[src/rtl/int_call_sequencer.sv]
// int_call_sequencer: steps CALL/RET/RTI and interrupt entry through the stack.
// Build option NESTED_INT_EN: interrupts are never masked, so ISRs may nest.
module int_call_sequencer (
  input  logic       clk,
  input  logic       rst,
  input  logic       int_req,
  input  logic       call_req,
  input  logic       ret_req,
  input  logic       rti_req,
  output logic       busy,
  output logic [1:0] stack_op,
  output logic [1:0] data_sel,
  output logic [1:0] pc_sel,
  output logic       pc_load,
  output logic       vec_read,
  output logic       int_ack,
  output logic       done
);

  typedef enum logic [3:0] {
    IDLE, C_PH, C_PL, C_JMP,
    I_PF, I_PH, I_PL, I_VEC, I_JMP,
    R_PL, R_PH, R_JMP,
    T_PL, T_PH, T_PF, T_JMP
  } state_t;

  state_t state, nxt;
  logic   pending, mask, enter_int;

  always_comb begin
    nxt       = state;
    enter_int = 1'b0;
    unique case (state)
      IDLE: begin
        if (rti_req)       nxt = T_PL;
        else if (ret_req)  nxt = R_PL;
        else if (call_req) nxt = C_PH;
        else if (pending) begin
          nxt       = I_PF;
          enter_int = 1'b1;
        end
      end
      C_PH:  nxt = C_PL;
      C_PL:  nxt = C_JMP;
      I_PF:  nxt = I_PH;
      I_PH:  nxt = I_PL;
      I_PL:  nxt = I_VEC;
      I_VEC: nxt = I_JMP;
      R_PL:  nxt = R_PH;
      R_PH:  nxt = R_JMP;
      T_PL:  nxt = T_PH;
      T_PH:  nxt = T_PF;
      T_PF:  nxt = T_JMP;
      C_JMP, I_JMP, R_JMP, T_JMP: nxt = IDLE;
    endcase
  end

  // Outputs are registered from the next state so they track state exactly.
  always_ff @(posedge clk or negedge rst) begin
    if (!rst) begin
      state    <= IDLE;
      pending  <= 1'b0;
      mask     <= 1'b0;
      busy     <= 1'b0;
      stack_op <= 2'b00;
      data_sel <= 2'b00;
      pc_sel   <= 2'b00;
      pc_load  <= 1'b0;
      vec_read <= 1'b0;
      int_ack  <= 1'b0;
      done     <= 1'b0;
    end else begin
      state <= nxt;
      if (enter_int)
        pending <= 1'b0;
      else if (int_req && !mask)
        pending <= 1'b1;
`ifdef NESTED_INT_EN
      mask <= 1'b0;
`else
      if (enter_int)
        mask <= 1'b1;
      else if (state == T_JMP)
        mask <= 1'b0;
`endif
      busy     <= (nxt != IDLE);
      stack_op <= 2'b00;
      data_sel <= 2'b00;
      pc_sel   <= 2'b00;
      pc_load  <= 1'b0;
      vec_read <= 1'b0;
      int_ack  <= 1'b0;
      done     <= 1'b0;
      unique case (nxt)
        IDLE: ;
        C_PH, I_PH: begin
          stack_op <= 2'b01;
          data_sel <= 2'b00;
        end
        C_PL, I_PL: begin
          stack_op <= 2'b01;
          data_sel <= 2'b01;
        end
        I_PF: begin
          stack_op <= 2'b01;
          data_sel <= 2'b10;
          int_ack  <= 1'b1;
        end
        I_VEC: vec_read <= 1'b1;
        C_JMP: begin
          pc_sel  <= 2'b01;
          pc_load <= 1'b1;
          done    <= 1'b1;
        end
        I_JMP: begin
          pc_sel  <= 2'b10;
          pc_load <= 1'b1;
          done    <= 1'b1;
        end
        R_JMP, T_JMP: begin
          pc_sel  <= 2'b11;
          pc_load <= 1'b1;
          done    <= 1'b1;
        end
        R_PL, T_PL: begin
          stack_op <= 2'b10;
          data_sel <= 2'b01;
        end
        R_PH, T_PH: begin
          stack_op <= 2'b10;
          data_sel <= 2'b00;
        end
        T_PF: begin
          stack_op <= 2'b10;
          data_sel <= 2'b10;
        end
      endcase
    end
  end

endmodule
[config.mk]
export PLATFORM = sky130hd
export DESIGN_NAME = int_call_sequencer
export DESIGN_NICKNAME = d
export VERILOG_FILES = /design/src/rtl/int_call_sequencer.sv
export SDC_FILE = /design/constraint.sdc
export NUM_CORES = 1
export LEC_CHECK = 0
export ABC_AREA = 0
export CORE_UTILIZATION = 23
export DETAILED_ROUTE_END_ITERATION = 8
export GPL_TIMING_DRIVEN = 0
export SLEW_MARGIN = 30
export SYNTH_ARGS = -nofsm -noshare
export SYNTH_HDL_FRONTEND = slang
export SYNTH_SLANG_ARGS = --single-unit
[constraint.sdc]
create_clock -name clk -period 1.68 [get_ports clk]
set_input_delay 0.42 -clock clk [delete_from_list [all_inputs] [get_ports clk]]
set_output_delay 0.42 -clock clk [all_outputs]
set_load 0.05 [all_outputs]
==> results of run 1 <==
final timing paths:
| kind | start | end | slack (ns) | depth (start not counted) |
|---|---|---|---|---|
| worst max-delay path | state[2]$_DFF_PN0_ | stack_op[1]$_DFF_PN0_ | 0.007 | 5 |
| worst min-delay path | rst | int_ack$_DFF_PN0_ | 0.52 | 1 |
| worst max register to register | state[2]$_DFF_PN0_ | stack_op[1]$_DFF_PN0_ | 0.007 | 5 |
| worst min register to register | mask$_DFFE_PN0P_ | mask$_DFFE_PN0P_ | 0.54 | 2 |
| max in group asynchronous | rst | state[0]$_DFF_PN0_ | 0.69 | 1 |
| min in group clk | mask$_DFFE_PN0P_ | mask$_DFFE_PN0P_ | 0.54 | 2 |
through the flow:
step                      utilization [%]  setup slack [ns]
after detailed placement             31.3            -0.537
after floorplan                         -             0.105
after global placement               31.3            -0.506
after global routing                 34.3           -0.0140
after CTS                            33.8        -0.0000422
final                                34.3           0.00742
per-layer routing:
layer  vias up  GRT usage (%)
met4         0           10.2
li1        294              -
met5         -              0
met1       304           12.3
met2        26           16.3
met3         5           2.64
cell usage in the layout, fill, tap and decap left out, drive strengths merged, types with 2 or more instances in the layout:
| cell | synthesis | final |
|---|---|---|
| dfrtp | 16 | 16 |
| dlygate4sd2 | 0 | 12 |
| buf | 5 | 8 |
| nand2 | 7 | 7 |
| nor2 | 6 | 6 |
| o21ai | 6 | 6 |
| inv | 5 | 5 |
| a21oi | 5 | 5 |
| clkbuf | 0 | 5 |
| clkdlybuf4s50 | 0 | 3 |
| o21a | 2 | 2 |
| nor4 | 2 | 2 |
cell families after synthesis:
| logic type | after synthesis | share of synthesized area [%] |
|---|---|---|
| compound gates | 20 | 17.9 |
| simple gates | 24 | 16.9 |
| flops | 16 | 54.7 |
| buf+inv | 10 | 7.86 |
| mux | 1 | 1.37 |
| xor+xnor | 1 | 1.20 |
sequential cells by signal, indices dropped and copies added (netlist names):
register	flops
pc_sel	2
int_ack	1
state	4
pending	1
done	1
mask	1
stack_op	2
data_sel	2
vec_read	1
busy	1
worst reg2reg max path: stages (launching register included):
cell,delay (ns)
dfrtp_2,0.45
or2_4,0.29
or3_4,0.33
a22o_4,0.29
inv_6,0.08
and3_4,0.17
layout make-up:
cell class              count  area (µm²)  share of cell area [%]
repair buffers             21         178                    17.1
well taps                  44        55.1                    5.31
clock buffers               4        36.3                    3.50
inverters                   5        23.8                    2.29
flip-flops and latches     16         403                    38.8
plain buffers               3        17.5                    1.69
multi-input cells          46         324                    31.2
repair_timing:
item / in CTS / in global routing
pin swaps: 1 / 2
gates resized for setup: 21 / 8
setup endpoints to repair: 15 / 6
setup buffers: 3 / 2
==> impl_results.md, run 1 <==
- Post-Syn Instances: between 70 and 80
- Count leader, synth: dfrtp_1
- Avg WL per Cell: around 12 µm
- Clk pin slew, worst setup/hold paths: 0.10 ns
- M1 wire length: roughly 710 µm
- Crit path max-delay cell type: dfrtp_2
- Total GRT Usage: around 11%
- Port Buffer Count: 16
- Die width: 58.4 µm
- Top Ports: 17
- Starting DRT DRC Count: 22
- Area leader, netlist: dfrtp_1
- # H-tree levels: 1
- Row count: 20
- Fillers: roughly 310
- Synth top cells by count: dfrtp_1 (16), nand2_1 (7), nor2_1 (6), o21ai_0 (6), a21oi_1 (5)
- Met2 wire len: 810 µm
- Antenna diode count: 0
- Cts-stage hold buffer count: 0
- Bufs on Longest Clock Path: 2
- Tmin final: around 1.7 ns
- Final cell count without fillers: around 140
- Number of buffers created by CTS: 3
- Final period util: between 90 and 100%
- Achievable Freq: between 0.5 and 0.6 GHz
- Part of the Yosys area used for sequential elements: between 50% and 60%
- Top cell type's share of synthesized area: a little over half
- Post-synth net total: 78
- Vias post-DR: between 600 and 700
- Status: finished clean
- Largest net degree at the start of global routing: 17
- Full die area: approximately 3400 µm²
- Proportion of layout cells with a drive suffix above 1: a little over a quarter
- Yosys reg bits: 16
- Critical path launch point type: flop
- RSZ-0062 raised after global routing: true
- Root Buffer: clkbuf_4
- Yosys cell types: 30
- Initial antenna violation count: 0
- Clk_lat worst skew: around 0.30 ns
- Routed Antenna Nets: 0
- Inst Count DP: roughly 130
- Critical Path Fanout Max: 6
- Pre-antenna DRT Iters: 4
- Tightest Pin Transition: ~0.68 ns
- Syn_area_per_cell: 10.2 µm²
- Cell family with most CP delay: simple AND/OR/NAND/NOR gates
- Vias in the first global route: 554
- Routed WL: 1.67 mm
- # DRC: 0
- Top sig layer: met4
- Final setup viols: 0
- DR WL met3: between 80 and 90 µm
- Dpl cell area: 947 µm²
- Final hold violations: 0
- Die height: ~58 µm
- Synth warnings: 0
- Final setup skew: around 0.0090 ns
- Worst path cell trace: or2_4 -> or3_4 -> a22o_4 -> inv_6 -> and3_4
- Starting Density: 24.2%
- Max-slew headroom: between 50% and 60%
- Ys flop type: dfrtp_1
- CP endpoint kind: flop
- Grt ovf: 0
- Critical path class: reg2reg
- Max-cap violations: 0
- Post-synth EDFFs: 0
- CP Data Arrival Time: between 1.5 and 2 ns
- Sum Neg Setup Slack: 0 ns
- CTS tree: yes
- Top cells by area, synth: dfrtp_1 (55%), o21ai_0 (4.1%), nand2_1 (3.6%), a21oi_1 (3.4%), nor2_1 (3.1%)
- Final Slew Violations: 0
- GP Congestion: approximately 0.87
- Area Overhead vs Synth: 41.7%
- Max incr delay on CP: 0.45 ns
- Post-DR vias/cell: about 4.5
- Nets: between 100 and 150
- Clock Sinks: 16
- DP HPWL: ~1.1 mm
- Async set-reset flop share out of synthesis: 100%
- HP Class: in2async
- Worst Path Buf+Inv: 1
- Final design area excluding fillers: around 1000 µm²
- Cell Area, Synth: roughly 730 µm²
- Core ar.: approximately 3000 µm²
- WHS: between 0.5 and 0.6 ns
- First-pass GRT wire length: between 2 and 3 mm
- CP required: roughly 1.9 ns
Power of run 1 is left out: the tool's default activity adds up to more than one toggle a clock period on the data nets, which glitch-free logic cannot reach.
==> run 2, diff against run 1 <==
Settings changed: CELL_PAD_IN_SITES_DETAIL_PLACEMENT set to 0, CELL_PAD_IN_SITES_GLOBAL_PLACEMENT set to 1, PLACE_DENSITY_LB_ADDON set to 0.1.
==> run 2 against run 1 <==
Against the previous run: first-iteration DRC count decreased by 50%; count of clock-buffer cells in the layout did not move; register-to-register slack better by 0.02 ns; hold slack gained 0.011 ns; die area unchanged; largest cell class unchanged; clock skew decreased by 0.0072 ns; flip-flop and latch count stayed put; fmax rose by 1.2%; global-route usage up 0.60 points; sequential share of layout area is 0.43 points lower; via count shrank 3.0%.
==> impl_results.md, run 2 (same netlist as run 1, synthesis figures left out) <==
- Cell family with most CP delay: simple AND/OR/NAND/NOR gates
- Bufs on Longest Clock Path: 2 (unchanged)
- Final setup skew: 0.00176 ns (-0.00722 ns)
- Tightest Pin Transition: 0.719 ns (+0.0342 ns)
- Routed WL: 1.64 mm (-2.3%)
- Dpl cell area: 947 µm² (unchanged)
- Antenna diode count: 0 (unchanged)
- CTS tree: yes
- Full die area: 3410 µm² (unchanged)
- Most frequent cells in the layout: dfrtp_1 (16), dlygate4sd2_1 (12), nand2_1 (7), buf_4 (7), nor2_1 (6)
- Root Buffer: clkbuf_4
- DP HPWL: 1.14 mm (+7.8%)
- Pre-antenna DRT Iters: 4 (unchanged)
- Top Ports: 17 (unchanged)
- Starting Density: 24.2% (unchanged)
- Critical Path Fanout Max: 8 (+2)
- Port Buffer Count: 16 (unchanged)
- Post-DR vias/cell: 4.33 (-4.4%)
- Commonest non-fill, non-tap cell in the layout: dfrtp_1
- Cts-stage hold buffer count: 0 (unchanged)
- Grt ovf: 0 (unchanged)
- Die height: 58.4 µm (unchanged)
- HP Class: reg2reg
- Reg area: 400 µm² (-0.62%)
- Crit path max-delay cell type: dfrtp_1
- Largest register FFs: 4 (unchanged)
- Final setup viols: 0 (unchanged)
- Final design area excluding fillers: 1040 µm² (+0.48%)
- Total GRT Usage: 11.3% (+0.60 points)
- Die width: 58.4 µm (unchanged)
- Multi-input logic area: 308 µm² (-5.0%)
- CP required: 1.91 ns (about the same)
- Largest net degree at the start of global routing: 17 (unchanged)
- Final Slew Violations: 0 (unchanged)
- Static leakage: between 0.4 and 0.5 nW
- Critical path class: reg2reg
- Vias post-DR: 610 (-3.0%)
- Inst Count DP: 132 (unchanged)
- Row count: 20 (unchanged)
- Max-slew headroom: 51.9% (-2.3 points)
- Max-cap violations: 0 (unchanged)
- Final hold violations: 0 (unchanged)
- Initial antenna violation count: 0 (unchanged)
- Clk_lat worst skew: 0.28 ns (-0.02 ns)
- # DRC: 0 (unchanged)
- Area Overhead vs Synth: 42.4%
- Sum Neg Setup Slack: 0 ns (unchanged)
- Status: finished clean
- Starting DRT DRC Count: 11 (-50%)
- Clock Sinks: 16 (unchanged)
- Tmin final: 1.65 ns (-0.0193 ns)
- Number of buffers created by CTS: 3 (unchanged)
- Achievable Freq: 0.605 GHz (+1.2%)
- Vias in the first global route: 619 (+12%)
- Worst path cell trace: buf_6 -> or2_4 -> or3_4 -> a22o_4 -> inv_6 -> and3_1
- First-pass GRT wire length: 2.92 mm (+15%)
- Avg WL per Cell: 11.6 µm (-3.7%)
- Routed Antenna Nets: 0 (unchanged)
- # H-tree levels: 1 (unchanged)
- Clk pin slew, worst setup/hold paths: 0.10 ns (about the same)
- RSZ-0062 raised after global routing: true
- CP endpoint kind: flop
- GP Congestion: 0.723 (-17%)
- Final period util: 98.4% (-1.1 points)
- Proportion of layout cells with a drive suffix above 1: 23.7% (-3.7 points)
- Final Power: around 2.3 mW
- Max incr delay on CP: 0.38 ns (-0.07 ns)
- VDD IR-drop max: between 0.0006 and 0.0007 V
- Final cell count without fillers: 141 (+1.4%)
- Critical path launch point type: flop
- Fillers: 320 (+2.9%)
- Worst Path Buf+Inv: 2 (+1)
- Power per Cell Area: ~2200 nW/µm²
- Core ar.: 3030 µm² (unchanged)
- Nets: 104 (+2.0%)
- Reg with most FFs: state
- CP Data Arrival Time: 1.88 ns (-0.03 ns)
run 2: per-stage QoR:
step           setup slack (ns)  util [%]  hold slack [ns]
2_1_floorplan             0.105         -            0.124
3_3_place_gp             -0.552      31.3            0.511
3_5_place_dp             -0.547      31.3            0.506
4_1_cts                0.000592      33.2            0.538
5_1_grt                 -0.0403      34.4            0.586
6_report                 0.0267      34.4            0.532
run 2: timing repair:
action | CTS | global route
gates resized for setup | 19 | 5
setup buffers | 2 | 4
setup endpoints to repair | 15 | 6
pin swaps | 1 | 2
run 2: final cells by class:
class / instances / share of cell area, %
flip-flops and latches: 16 / 38.4
plain buffers: 4 / 2.76
multi-input cells: 46 / 29.5
repair buffers: 22 / 18.2
inverters: 5 / 2.28
well taps: 44 / 5.28
clock buffers: 4 / 3.48
run 2: final timing paths:
path / start / to / slack [ns] / depth (start not counted)
max in group asynchronous: rst / data_sel[0]$_DFF_PN0_ / 0.67 / 1
min: mask$_DFFE_PN0P_ / mask$_DFFE_PN0P_ / 0.53 / 2
min reg2reg: mask$_DFFE_PN0P_ / mask$_DFFE_PN0P_ / 0.53 / 2
min in group asynchronous: rst / busy$_DFF_PN0_ / 0.55 / 1
max: state[2]$_DFF_PN0_ / stack_op[1]$_DFF_PN0_ / 0.03 / 6
max reg2reg: state[2]$_DFF_PN0_ / stack_op[1]$_DFF_PN0_ / 0.03 / 6
run 2: worst min-delay path, delay by kind of cell (launching register included):
kind	cells	cell delay, ns
AOI/OAI and AO/OA	2	0.16
DFF	1	0.35
run 2: report_power, final:
part,switching [mW],leakage [nW],internal [mW]
Clock,0.124,0.0210,0.132
Sequential,0.0621,0.198,0.545
Combinational,0.904,0.277,0.527
Total,1.09,0.496,1.20
run 2: metal layers:
metal / GRT usage (%) / part of all wire [%]
met4: 6.12 / 1.2
met2: 17.6 / 46
met5: 0 / 0
met3: 2.64 / 4.1
met1: 14.6 / 49
No activity file was read; power rests on OpenSTA's default activity.
==> run 3, diff against run 2 <==
Settings changed: CORE_ASPECT_RATIO set to 1.75.
==> run 3 against run 2 <==
Against the previous run: the flow now finishes with violations (negative setup slack); sequential share of layout area decreased by 0.94 points; register-to-register slack worse by 0.04 ns; final cell count decreased by 1.4%; critical endpoint is now data_sel[1]$_DFF_PN0_.
==> impl_results.md, run 3 (same netlist as run 1, synthesis figures left out) <==
- Port Buffer Count: 16 (unchanged)
- Routed Antenna Nets: 0 (unchanged)
- Number of buffers created by CTS: 3 (unchanged)
- Clock power share: 11.9% (+0.7 points)
- Dpl cell area: 945 µm² (-0.26%)
- Row count: 26 (+30%)
- Commonest non-fill, non-tap cell in the layout: dfrtp_1
- Nets: 105 (+0.96%)
- # DRC: 0 (unchanged)
- Critical Path Fanout Max: 6 (-2)
- Root Buffer: clkbuf_8
- Pre-CTS setup slack: -0.601 ns (-0.0548 ns)
- First-pass GRT wire length: 3.20 mm (+9.7%)
- Reg-to-Reg Start: state[0]$_DFF_PN0_
- Largest register FFs: 4 (unchanged)
- Status: complete, but fails checks
- Avg WL per Cell: 13.5 µm (+17%)
- Fin worst setup slack: -0.0152 ns (-0.0419 ns)
- Global-route track usage on met2: 21.8% (+4.2 points)
- End of the critical path: data_sel[1]$_DFF_PN0_
- Critical path launch point type: flop
- Sw power: 1.16 mW (+6.3%)
- Post-DR vias/cell: 4.66 (+7.8%)
- Grt ovf: 0 (unchanged)
- Tmin final: 1.70 ns (+0.0419 ns)
- Net Sw Frac: 47.5% (about the same)
- CP endpoint kind: flop
- Clk pin slew, worst setup/hold paths: 0.06 ns (-0.04 ns)
- CP Data Arrival Time: 1.79 ns (-0.09 ns)
- Final Power: 2.44 mW (+6.3%)
- WHS: 0.531 ns (-0.00159 ns)
- Starting Density: 24.7% (+0.55 points)
- Seq pwr share: 24.5% (-2.0 points)
- Vias in the first global route: 644 (+4.0%)
- Hold_sp: mask$_DFFE_PN0P_
- Final cell count without fillers: 139 (-1.4%)
- Tightest Pin Transition: 0.733 ns (+0.0144 ns)
- Pre-antenna DRT Iters: 4 (unchanged)
- Critical path class: reg2reg
- Power per Cell Area: 2280 nW/µm² (+3.7%)
- Die width: 44.6 µm (-24%)
- Met3 global-route usage: 1.66% (-0.98 points)
- Comb pwr share: 63.6% (+1.2 points)
- Met1 usage: 15.0% (+0.37 points)
- Top Ports: 17 (unchanged)
- Critical Path Start: state[0]$_DFF_PN0_
- Largest net degree at the start of global routing: 17 (unchanged)
- Full die area: 3420 µm² (+0.27%)
- Cts-stage hold buffer count: 0 (unchanged)
- RSZ-0062 raised after global routing: true
- Clock Sinks: 16 (unchanged)
- Max-slew headroom: 51.0% (-0.96 points)
- Total GRT Usage: 13.0% (+1.6 points)
- # H-tree levels: 1 (unchanged)
- Core ar.: 2960 µm² (-2.2%)
- Inst Count DP: 130 (-1.5%)
- Die height: 76.6 µm (+31%)
- Bufs on Longest Clock Path: 2 (unchanged)
- Static leakage: 0.510 nW (+2.9%)
- Achievable Freq: 0.590 GHz (-2.5%)
- Final design area excluding fillers: 1070 µm² (+2.5%)
- Starting DRT DRC Count: 18 (+7)
- Final period util: 101% (+2.5 points)
- Failing checks: negative setup slack
- GP Congestion: 0.832 (+15%)
- Reg with most FFs: state
- Max-cap violations: 0 (unchanged)
- Final hold violations: 0 (unchanged)
- Routed WL: 1.88 mm (+15%)
- HP Class: reg2reg
- Initial antenna violation count: 0 (unchanged)
- CTS tree: yes
- VDD IR-drop max: 0.000884 V (+32%)
- Vias post-DR: 648 (+6.2%)
- Final Slew Violations: 0 (unchanged)
- Antenna diode count: 0 (unchanged)
- Area Overhead vs Synth: 46.0%
- DP HPWL: 1.25 mm (+10%)
- RR Endpoint: data_sel[1]$_DFF_PN0_
- R2R Setup Slk: -0.02 ns (-0.04 ns)
- Worst reg-to-reg path cell count: 6 (unchanged)
- Proportion of layout cells with a drive suffix above 1: 25.8% (+2.1 points)
- Final setup viols: 2 (+2)
- CP required: 1.78 ns (-0.13 ns)
- Clk_lat worst skew: 0.25 ns (-0.03 ns)
- Pint: 1.28 mW (+6.3%)
- Final setup skew: 0.00338 ns (+0.00162 ns)
- Most frequent cells in the layout: dfrtp_1 (16), dlygate4sd2_1 (13), nand2_1 (7), buf_4 (7), nor2_1 (6)
- Global routing's busiest layer: met2
-- run 3: critical path, cell delays in order, from the launching register on --
cell and delay (ns):
dfrtp_1 0.37, buf_6 0.12, or2_4 0.26, or3_4 0.34, a22o_4 0.30, inv_6 0.09
o32ai_2 0.07
-- run 3: layout make-up --
cell class,count,area [µm²]
Fill cell,321,1890
Buffer,5,40.0
Inverter,5,23.8
Multi-Input combinational cell,46,322
Tap cell,42,52.6
Sequential cell,16,400
Clock buffer,3,41.3
Timing Repair Buffer,22,189
-- run 3: power groups by stage --
stage / sequential (mW) / clock [mW] / combinational (mW)
5_1_grt: 0.620 / 0.311 / 1.67
6_report: 0.599 / 0.289 / 1.55
2_1_floorplan: 0.905 / 0 / 0.667
3_5_place_dp: 0.605 / 0 / 1.35
3_3_place_gp: 0.603 / 0 / 1.36
4_1_cts: 0.597 / 0.296 / 1.44
-- run 3: worst min-delay path by stage --
stage,end,slack [ns],depth (start not counted)
after global placement,mask$_DFFE_PN0P_,0.51,2
after global routing,pc_sel[0]$_DFF_PN0_,0.59,2
final,mask$_DFFE_PN0P_,0.53,2
after CTS,mask$_DFFE_PN0P_,0.53,2
after floorplan,busy$_DFF_PN0_,0.12,0
after detailed placement,mask$_DFFE_PN0P_,0.50,2
-- run 3: through the flow --
step                setup TNS (ns)  util [%]
floorplan                        0         -
global placement             -3.22      31.9
detailed placement           -3.21      31.9
CTS                       -0.00856      34.7
global route                -0.250      36.1
finish                     -0.0167      36.1
-- run 3: what timing repair did --
action	in CTS	in global routing
buffers inserted	3	3
pin swaps	2	4
setup endpoints to repair	16	6
gates resized for setup	21	4
-- run 3: routing by layer --
layer / up-vias / part of all wire (%)
li1: 304 / -
met1: 315 / 39
met2: 22 / 54
met3: 7 / 3.9
met4: 0 / 3.6
met5: - / 0
